## src/rtl/bid_intake_arb.sv

```systemverilog
// ============================================================================
// Module      : bid_intake_arb
// Description : Three-bidder intake with per-bidder FIFOs and a round-robin
//               arbiter feeding one registered output slot for the bids22 core.
//               Optional low-bid filter enabled by BID_INTAKE_MINBID_EN.
// Revision    : 1.0 - initial release
// ============================================================================
`default_nettype none

module bid_intake_arb #(
    parameter int WIDTH = 16,
    parameter int DEPTH = 4
) (
    input  logic             clk,
    input  logic             reset_n,
    input  logic             x_valid,
    input  logic             y_valid,
    input  logic             z_valid,
    input  logic [WIDTH-1:0] x_bid,
    input  logic [WIDTH-1:0] y_bid,
    input  logic [WIDTH-1:0] z_bid,
    output logic             x_ready,
    output logic             y_ready,
    output logic             z_ready,
    input  logic [WIDTH-1:0] min_bid,
    output logic             out_valid,
    input  logic             out_ready,
    output logic [1:0]       out_id,
    output logic [WIDTH-1:0] out_bid,
    output logic [7:0]       reject_cnt
);

    localparam int              c_ptr_w   = $clog2(DEPTH);
    localparam logic [c_ptr_w:0] c_ptr_one = 1;

    logic [2:0]             w_in_valid;
    logic [2:0][WIDTH-1:0]  w_in_bid;
    logic [3:0][WIDTH-1:0]  w_head;
    logic [2:0]             w_ready;
    logic [2:0]             w_nempty;
    logic [2:0]             w_full;
    logic [2:0]             w_push;
    logic [2:0]             w_pop;
    logic [2:0]             w_drop;
    logic [1:0]             w_grant;
    logic                   w_any;
    logic                   w_load;

    logic                   r_run;
    logic [1:0]             r_prio;
    logic                   r_out_valid;
    logic [1:0]             r_out_id;
    logic [WIDTH-1:0]       r_out_bid;

    assign w_in_valid = {z_valid, y_valid, x_valid};
    assign w_in_bid   = {z_bid, y_bid, x_bid};
    assign w_head[3]  = '0;

    // Ready depends only on registered pointers, so a same-edge pop never
    // frees a slot for a same-edge push.
    generate
        for (genvar b = 0; b < 3; b++) begin : g_fifo
            logic [WIDTH-1:0] r_mem [DEPTH];
            logic [c_ptr_w:0] r_wr;
            logic [c_ptr_w:0] r_rd;

            assign w_nempty[b] = (r_wr != r_rd);
            assign w_full[b]   = (r_wr[c_ptr_w] != r_rd[c_ptr_w]) &&
                                 (r_wr[c_ptr_w-1:0] == r_rd[c_ptr_w-1:0]);
            assign w_ready[b]  = r_run && !w_full[b];
            assign w_push[b]   = w_in_valid[b] && w_ready[b] && !w_drop[b];
            assign w_pop[b]    = w_load && w_any && (w_grant == 2'(b));
            assign w_head[b]   = r_mem[r_rd[c_ptr_w-1:0]];

            always_ff @(posedge clk or negedge reset_n) begin
                if (!reset_n) begin
                    r_wr <= '0;
                    r_rd <= '0;
                end else begin
                    if (w_push[b]) r_wr <= r_wr + c_ptr_one;
                    if (w_pop[b])  r_rd <= r_rd + c_ptr_one;
                end
            end

            always_ff @(posedge clk) begin
                if (w_push[b]) r_mem[r_wr[c_ptr_w-1:0]] <= w_in_bid[b];
            end
        end
    endgenerate

    assign x_ready = w_ready[0];
    assign y_ready = w_ready[1];
    assign z_ready = w_ready[2];

    assign w_any  = |w_nempty;
    assign w_load = !r_out_valid || out_ready;

    always_comb begin
        w_grant = 2'd0;
        case (r_prio)
            2'd1: begin
                if (w_nempty[1])      w_grant = 2'd1;
                else if (w_nempty[2]) w_grant = 2'd2;
                else                  w_grant = 2'd0;
            end
            2'd2: begin
                if (w_nempty[2])      w_grant = 2'd2;
                else if (w_nempty[0]) w_grant = 2'd0;
                else                  w_grant = 2'd1;
            end
            default: begin
                if (w_nempty[0])      w_grant = 2'd0;
                else if (w_nempty[1]) w_grant = 2'd1;
                else                  w_grant = 2'd2;
            end
        endcase
    end

    always_ff @(posedge clk or negedge reset_n) begin
        if (!reset_n) begin
            r_run       <= 1'b0;
            r_prio      <= 2'd0;
            r_out_valid <= 1'b0;
            r_out_id    <= 2'd0;
            r_out_bid   <= '0;
        end else begin
            r_run <= 1'b1;
            if (w_load) begin
                if (w_any) begin
                    r_out_valid <= 1'b1;
                    r_out_id    <= w_grant;
                    r_out_bid   <= w_head[w_grant];
                    r_prio      <= (w_grant == 2'd2) ? 2'd0 : w_grant + 2'd1;
                end else begin
                    r_out_valid <= 1'b0;
                end
            end
        end
    end

    assign out_valid = r_out_valid;
    assign out_id    = r_out_id;
    assign out_bid   = r_out_bid;

`ifdef BID_INTAKE_MINBID_EN
    logic [2:0] w_rej;
    logic [1:0] w_rej_n;
    logic [8:0] w_rej_sum;
    logic [7:0] r_reject_cnt;

    // Low bids are handshaken normally and then dropped before the FIFO.
    assign w_drop    = {w_in_bid[2] < min_bid, w_in_bid[1] < min_bid, w_in_bid[0] < min_bid};
    assign w_rej     = w_in_valid & w_ready & w_drop;
    assign w_rej_n   = {1'b0, w_rej[0]} + {1'b0, w_rej[1]} + {1'b0, w_rej[2]};
    assign w_rej_sum = {1'b0, r_reject_cnt} + {7'd0, w_rej_n};

    always_ff @(posedge clk or negedge reset_n) begin
        if (!reset_n)                 r_reject_cnt <= 8'd0;
        else if (w_rej_sum > 9'd255)  r_reject_cnt <= 8'd255;
        else                          r_reject_cnt <= w_rej_sum[7:0];
    end

    assign reject_cnt = r_reject_cnt;
`else
    logic w_unused_minbid;

    assign w_drop          = 3'b000;
    assign reject_cnt      = 8'd0;
    assign w_unused_minbid = ^min_bid;
`endif

endmodule

`default_nettype wire

```

## config.mk

```make
export PLATFORM = sky130hd
export DESIGN_NAME = bid_intake_arb
export DESIGN_NICKNAME = d
export VERILOG_FILES = /design/src/rtl/bid_intake_arb.sv
export SDC_FILE = /design/constraint.sdc
export NUM_CORES = 1
export LEC_CHECK = 0
export CORE_ASPECT_RATIO = 1.25
export CORE_MARGIN = 5
export CORE_UTILIZATION = 56
export DETAILED_ROUTE_END_ITERATION = 10
export HOLD_SLACK_MARGIN = 0.06
export PLACE_DENSITY_LB_ADDON = 0.12
export RECOVER_POWER = 25
export REMOVE_ABC_BUFFERS = 1
export SETUP_SLACK_MARGIN = 0.3
export SYNTH_ARGS = -nofsm -noshare
export SYNTH_HDL_FRONTEND = slang
export SYNTH_SLANG_ARGS = --single-unit
```

## constraint.sdc

```tcl
create_clock -name clk -period 2.2 [get_ports clk]
set_clock_uncertainty 0.05 [all_clocks]
set_input_delay 0.55 -clock clk [delete_from_list [all_inputs] [get_ports clk]]
set_output_delay 0.55 -clock clk [all_outputs]
set_load 0.01 [all_outputs]
```

==> metrics.txt <==
io pins=100; Unique masters post-synth=48; #FFs+latches synth=232; Critical R2R Capture=g_fifo[1].r_rd[1]; Area growth, synth to finish=32.77%; full die area=19,620 µm²; fraction of layout cells with a size suffix above 1=slightly below 40%; Main synth FF type=edfxtp_1; CP max FO=3; RSZ-0062 raised after global routing=true; clock slew at reported path FFs=0.07 ns; reg2reg start=g_fifo[2].r_wr[0]; GRT overflow=0; H-tree Lvls=1; routed wire length=21,580 µm; initial drt markers=a little under 500; min cycle time layout=2.208 ns; drt wl/cell=24.36 µm; die span in x=126.3 µm; asr flop ratio synth=17.24%; area of the multi-input gates=~2900 µm²; synth warn=0; first-pass GRT wire length=30,420 µm; FMAX=~450 MHz; Site Rows=53; most common cell after layout, fill and taps aside=edfxtp_1; Starting Density=56.63%; failing checks=setup timing; Hold Path Class=primary input to asynchronous set/reset pin; commonest cells after routing, fill and taps aside=edfxtp_1 (192), buf_4 (47), mux4_2 (46); Relative slew margins=29.55%; Reg area=roughly 6800 µm²; Slew Limit Fails=0; final hold viol count=0; status=finished with violations; Via Count=roughly 5,200; setup slack at placement=-0.0004792 ns; pwr dens=1431 nW/µm²; Filler cells=about 940; CP Capture Type=primary output; Leak=~0.0045 µW; Setup crit start kind=flip-flop; worst endpoint required time=approximately 1.6 ns; post-synthesis cell count=478; Least-Margin Pin Slew=1.057 ns; clock sinks=232; Die Ht=approximately 160 µm; hpwl dp=12,660 µm; r2r setup slk=0 ns; First-pass DRT Iterations=5; Post-synth EDFFs=192; largest net degree at the start of global routing=41; clock buffer count from CTS=23; CP arrival=approximately 1.6 ns; Peak VDD IR=0.9084 mV; Core Util, Final=75.19%; sequential area share after synthesis=71.50%; # setup viols final=3; Tcrit/Tclk final=100.4%; final net count=736; input/output buffers=75; core footprint=16,710 µm²; Clock Latency Late Sink=0.51 ns; Root Buffer=clkbuf_16; initial antenna violation count=0; GRT Total Usage=between 20% and 30%; Avg Vias per Cell=between 5 and 6; Max Cap Viol=0; setup ws final=-0.008398 ns; CTS tree=yes; GPL Wtd Cong=about 0.84; Avg Cell Area, Syn=~20 µm²; Syn Std Cell Area=9464 µm²; antenna-violating nets left=0; final hold slack=0.2417 ns; crit path kind=flip-flop to primary output; Reg2Reg Depth=7; vias in the first global route=5,294; clk buf depth=3; Final Non-Filler Cells=886; Diodes inserted=0; Inst Count DP=~800; drt drc=0
-- cells by family (layout without fill, tap and decap cells) --
kind of cell	Yosys count	in the layout	synth area share (%)
AOI/OAI and AO/OA	40	40	4.032
xor gates and xnor gates	21	21	3.014
adders and majority gates	17	17	2.247
buffers and inverters	35	216	2.353
DFF	232	232	71.50
muxes	60	60	12.85
other	2	9	0.07935
and+or+nand+nor	71	71	3.927
-- worst max-delay path, cell delays in order (launching register included) --
cell and delay (ns):
dfrtp_1 0.42, xnor2_2 0.18, buf_4 0.17, o21a_4 0.21
buf_6 0.12
-- through the flow --
step                power (µW)  instance area, µm²    TNS [ns]
floorplan                 9376                9298      -54.21
global placement         11640               10810  -0.0008966
detailed placement       11770               10810  -0.0004792
CTS                      16770               12000           0
global route             18680               12570     -0.3065
finish                   17980               12570    -0.01275
-- routing by layer --
layer | wire length (µm) | up-vias | GRT usage (%)
li1 | - | 2247 | -
met1 | 8210 | 2687 | 27.14
met2 | 11470 | 196 | 34.44
met3 | 1103 | 52 | 3.159
met4 | 800 | 0 | 7.358
met5 | 0 | - | 0
-- cell type report --
| class | instances | area share [%] |
|---|---|---|
| Timing Repair Buffer | 166 | 14.44 |
| Clock buffer | 28 | 5.048 |
| Tap cell | 220 | 2.191 |
| Sequential cell | 232 | 53.90 |
| Inverter | 8 | 0.2390 |
| Clock inverter | 14 | 1.504 |
| Multi-Input combinational cell | 218 | 22.68 |
-- registers in the layout (all words and copies together) (netlist names) --
| register | flops |
|---|---|
| r_prio | 2 |
| r_run | 1 |
| g_fifo.r_rd | 9 |
| out_id | 2 |
| g_fifo.r_wr | 9 |
| out_valid | 1 |
| g_fifo.r_mem | 192 |
| out_bid | 16 |
-- worst max path at each step --
stage                      startpoint                end
CTS                 g_fifo[1].r_wr[1]            y_ready
finish              g_fifo[2].r_wr[2]            z_ready
global route        g_fifo[1].r_wr[1]         out_bid[7]
floorplan           g_fifo[1].r_rd[0]  g_fifo[1].r_rd[1]
detailed placement          out_ready         out_bid[7]
global placement            out_ready        out_bid[10]
-- synth_stat cells (all sizes together) (3+ instances only) --
library cell    n  share of area, %
mux2            6              0.71
mux2i           6              0.63
nand4           3              0.20
ha             17               2.2
mux4           48                12
nand2          18              0.71
xor2            6              0.63
inv             8              0.32
a22oi          14               1.5
o21ai           6              0.32
and3           16               1.1
edfxtp        192                61
nor2            3              0.12
nand3          24               1.4
o21a            4              0.32
buf            23               1.9
clkbuf          4              0.16
xnor2          15               2.4
dfrtp          40                11
-- power by group --
| group | internal, µW | total, µW | leakage (µW) | switching (µW) |
|---|---|---|---|---|
| combinational | 3960 | 7690 | 0.00191 | 3730 |
| clock | 2540 | 4190 | 0.000398 | 1650 |
| sequential | 5590 | 6090 | 0.00222 | 500 |
| total | 12100 | 18000 | 0.00453 | 5880 |
-- timing repair --
item / CTS / global route
gates cloned: 1 / 9
pin swaps: 20 / 38
hold buffers: 0 / 0
gates resized for setup: 75 / 70
setup buffers: 26 / 13
setup endpoints to repair: 76 / 157
(Power assumes the default switching activity.)
==> patch, RTL diff (config.mk and constraints unchanged) <==
Add a define of `BID_INTAKE_MINBID_EN`.
--- a/src/rtl/bid_intake_arb.sv
+++ b/src/rtl/bid_intake_arb.sv
@@ -8,2 +8,4 @@
 `default_nettype none
+
+`define BID_INTAKE_MINBID_EN
 
Function: changed (a bounded check fails within 4 cycles, from zero or initial values and one cycle with reset_n low).
==> patch against the unedited design <==
- the run still ends with negative setup slack left
- via count grew 62%
- worst setup slack lost 1.1 ns
- synthesized area grew 18%
- routed wire length grew 76%
- sequential cell count grew 8
- cell area grew 34%
- final cell count grew 48%
- power grew 7.3%
==> patch: results (changes against the unedited design) <==
- Synth cell types: 60 (+25%)
- PortBufs: 99 (+32%)
- Placed inst area: 13,800 µm² (+28%)
- Clock Tree Buf Depth: 3 (unchanged)
- Largest register FFs: 192 (unchanged)
- Initial antenna violation count: 0 (unchanged)
- Share of cells above drive strength 1: 0.525 (+0.131)
- Asr flop ratio synth: 0.200 (+0.0276)
- Drc violations: 0 (unchanged)
- Hold crit path type: input pin to register
- Headroom to the max-slew limit: 0.628 (+0.333)
- R2R Setup Slk: -0.56 ns (-0.56 ns)
- Critical Path End: reject_cnt[2]
- Largest net degree at the start of global routing: 21 (-49%)
- Vias: 8,392 (+62%)
- Worst vdd ir: 0.00110 V (+21%)
- Total GRT Usage: 0.278 (+0.0743)
- Cells after Synth: 694 (+45%)
- Synth top area cells: edfxtp_1 (52%), dfrtp_1 (11%), mux4_2 (9.5%)
- H-tree depth: 1 (unchanged)
- Vias/cell: 6.42 (+9.7%)
- WP data arrival: 3.67 ns (+2.06 ns)
- Wire length per cell: 29.1 µm (+20%)
- Yosys warns: 0 (unchanged)
- Reg2reg path depth: 12 (+5)
- CTS clk-pin slew, worst paths: 0.07 ns (about the same)
- Status: finished, violations left
- GP Congestion: 0.870 (+4.2%)
- Antenna Cells: 0 (unchanged)
- Final setup viols: 228 (+225)
- Pre-antenna DRT Iters: 5 (unchanged)
- Setup crit start: min_bid[1]
- Net count reported at finish: 1,163 (+58%)
- Final setup margin: -1.13 ns (-1.12 ns)
- Total CTS buffers: 24 (+4.3%)
- Clk Latency, worst-skew pair: 0.52 ns
- EDFF count, synth: 192 (unchanged)
- First-pass GRT wire length: 47,700 µm (+57%)
- Vias in the first global route: 8,347 (+58%)
- DP HPWL: 20,000 µm (+58%)
- R2R Path Start: g_fifo[0].r_rd[1]
- Synth cell count leaders: edfxtp_1 (192), ha_1 (64), dfrtp_1 (48)
- Sequential-to-total area share from yosys stat: 0.626 (-0.0888)
- DRT iter0 DRCs: 827 (+67%)
- Failing checks: negative setup slack
- Pleak: 6.70 nW (+48%)
- Worst-path fanout max: 4 (+1)
- CTS root buf: clkbuf_16
patch: changes by cell type in the layout (fill, tap and decap cells not counted), sizes merged, moves of 23 or more:
cell	unedited run	this run
ha	17	64
buf	86	240
dlymetal6s2s	0	26
clkdlybuf4s50	31	6
inv	12	44
o21ai	6	29
patch: worst max-delay path, cell delays in order:
cell and delay [ns]:
buf_8 0.10, inv_8 0.05, ha_4 0.19, a211oi_2 0.21
o21bai_1 0.11, a2111o_1 0.49, a21oi_2 0.25, nand3_2 0.16
fa_1 0.47, inv_1 0.09, ha_2 0.18, inv_2 0.04
fa_2 0.40, buf_6 0.16, xor2_2 0.12, nand2_1 0.07
patch: cell families after synthesis:
logic type,share of synthesized area
buffers and inverters,0.0262
DFF,0.626
xor gates and xnor gates,0.0200
muxes,0.115
and+or+nand+nor,0.0461
adders and majority gates,0.0756
other,0.000337
AOI/OAI and AO/OA,0.0906
patch: layout make-up:
cell class	count	area, µm²
multi-input combinational	389	5290
fill	768	2630
inverter	44	220
sequential	240	6970
clock inverter	14	153
tap	265	332
timing repair buffer	328	3240
clock buffer	28	637
patch: worst min-delay path by stage:
stage | from | to | slack (ns) | depth (start not counted)
global placement | out_id[1] | out_id[1] | 0.43 | 2
detailed placement | out_bid[1] | out_bid[1] | 0.46 | 2
CTS | z_bid[5] | g_fifo[2].r_mem[3][5] | 0.33 | 2
finish | x_bid[5] | g_fifo[0].r_mem[1][5] | 0.34 | 1
global route | x_bid[9] | g_fifo[0].r_mem[0][9] | 0.34 | 1
floorplan | reset_n | g_fifo[0].r_rd[0] | 0.20 | 0
patch: metal layers:
| metal | GRT usage | wire, µm |
|---|---|---|
| met1 | 0.329 | 13100 |
| met4 | 0.142 | 2470 |
| met3 | 0.0375 | 2510 |
| met2 | 0.492 | 20100 |
| met5 | 0 | 0 |
patch: stage by stage:
step | total power [mW] | TNS [ns] | hold slack (ns) | setup slack [ns]
finish | 19.3 | -52.92 | 0.335 | -1.13
floorplan | 9.10 | -302.88 | 0.204 | -1.55
global placement | 12.0 | -222.88 | 0.434 | -2.21
CTS | 17.2 | -14.70 | 0.327 | -1.00
detailed placement | 12.2 | -232.15 | 0.456 | -2.28
global route | 19.9 | -62.75 | 0.338 | -1.22
patch: timing repair:
item	4_1_cts	5_1_grt
setup endpoints to repair	268	268
hold endpoints to repair	18	0
hold buffers	1	0
resized for setup	333	216
pin swaps	73	56
cloned	6	4
setup buffers	25	33
patch: where the power goes:
part,leakage [nW],switching [mW],internal [mW]
combinational,4.03,4.42,4.74
clock,0.386,1.79,2.43
sequential,2.29,0.450,5.45
total,6.70,6.66,12.6
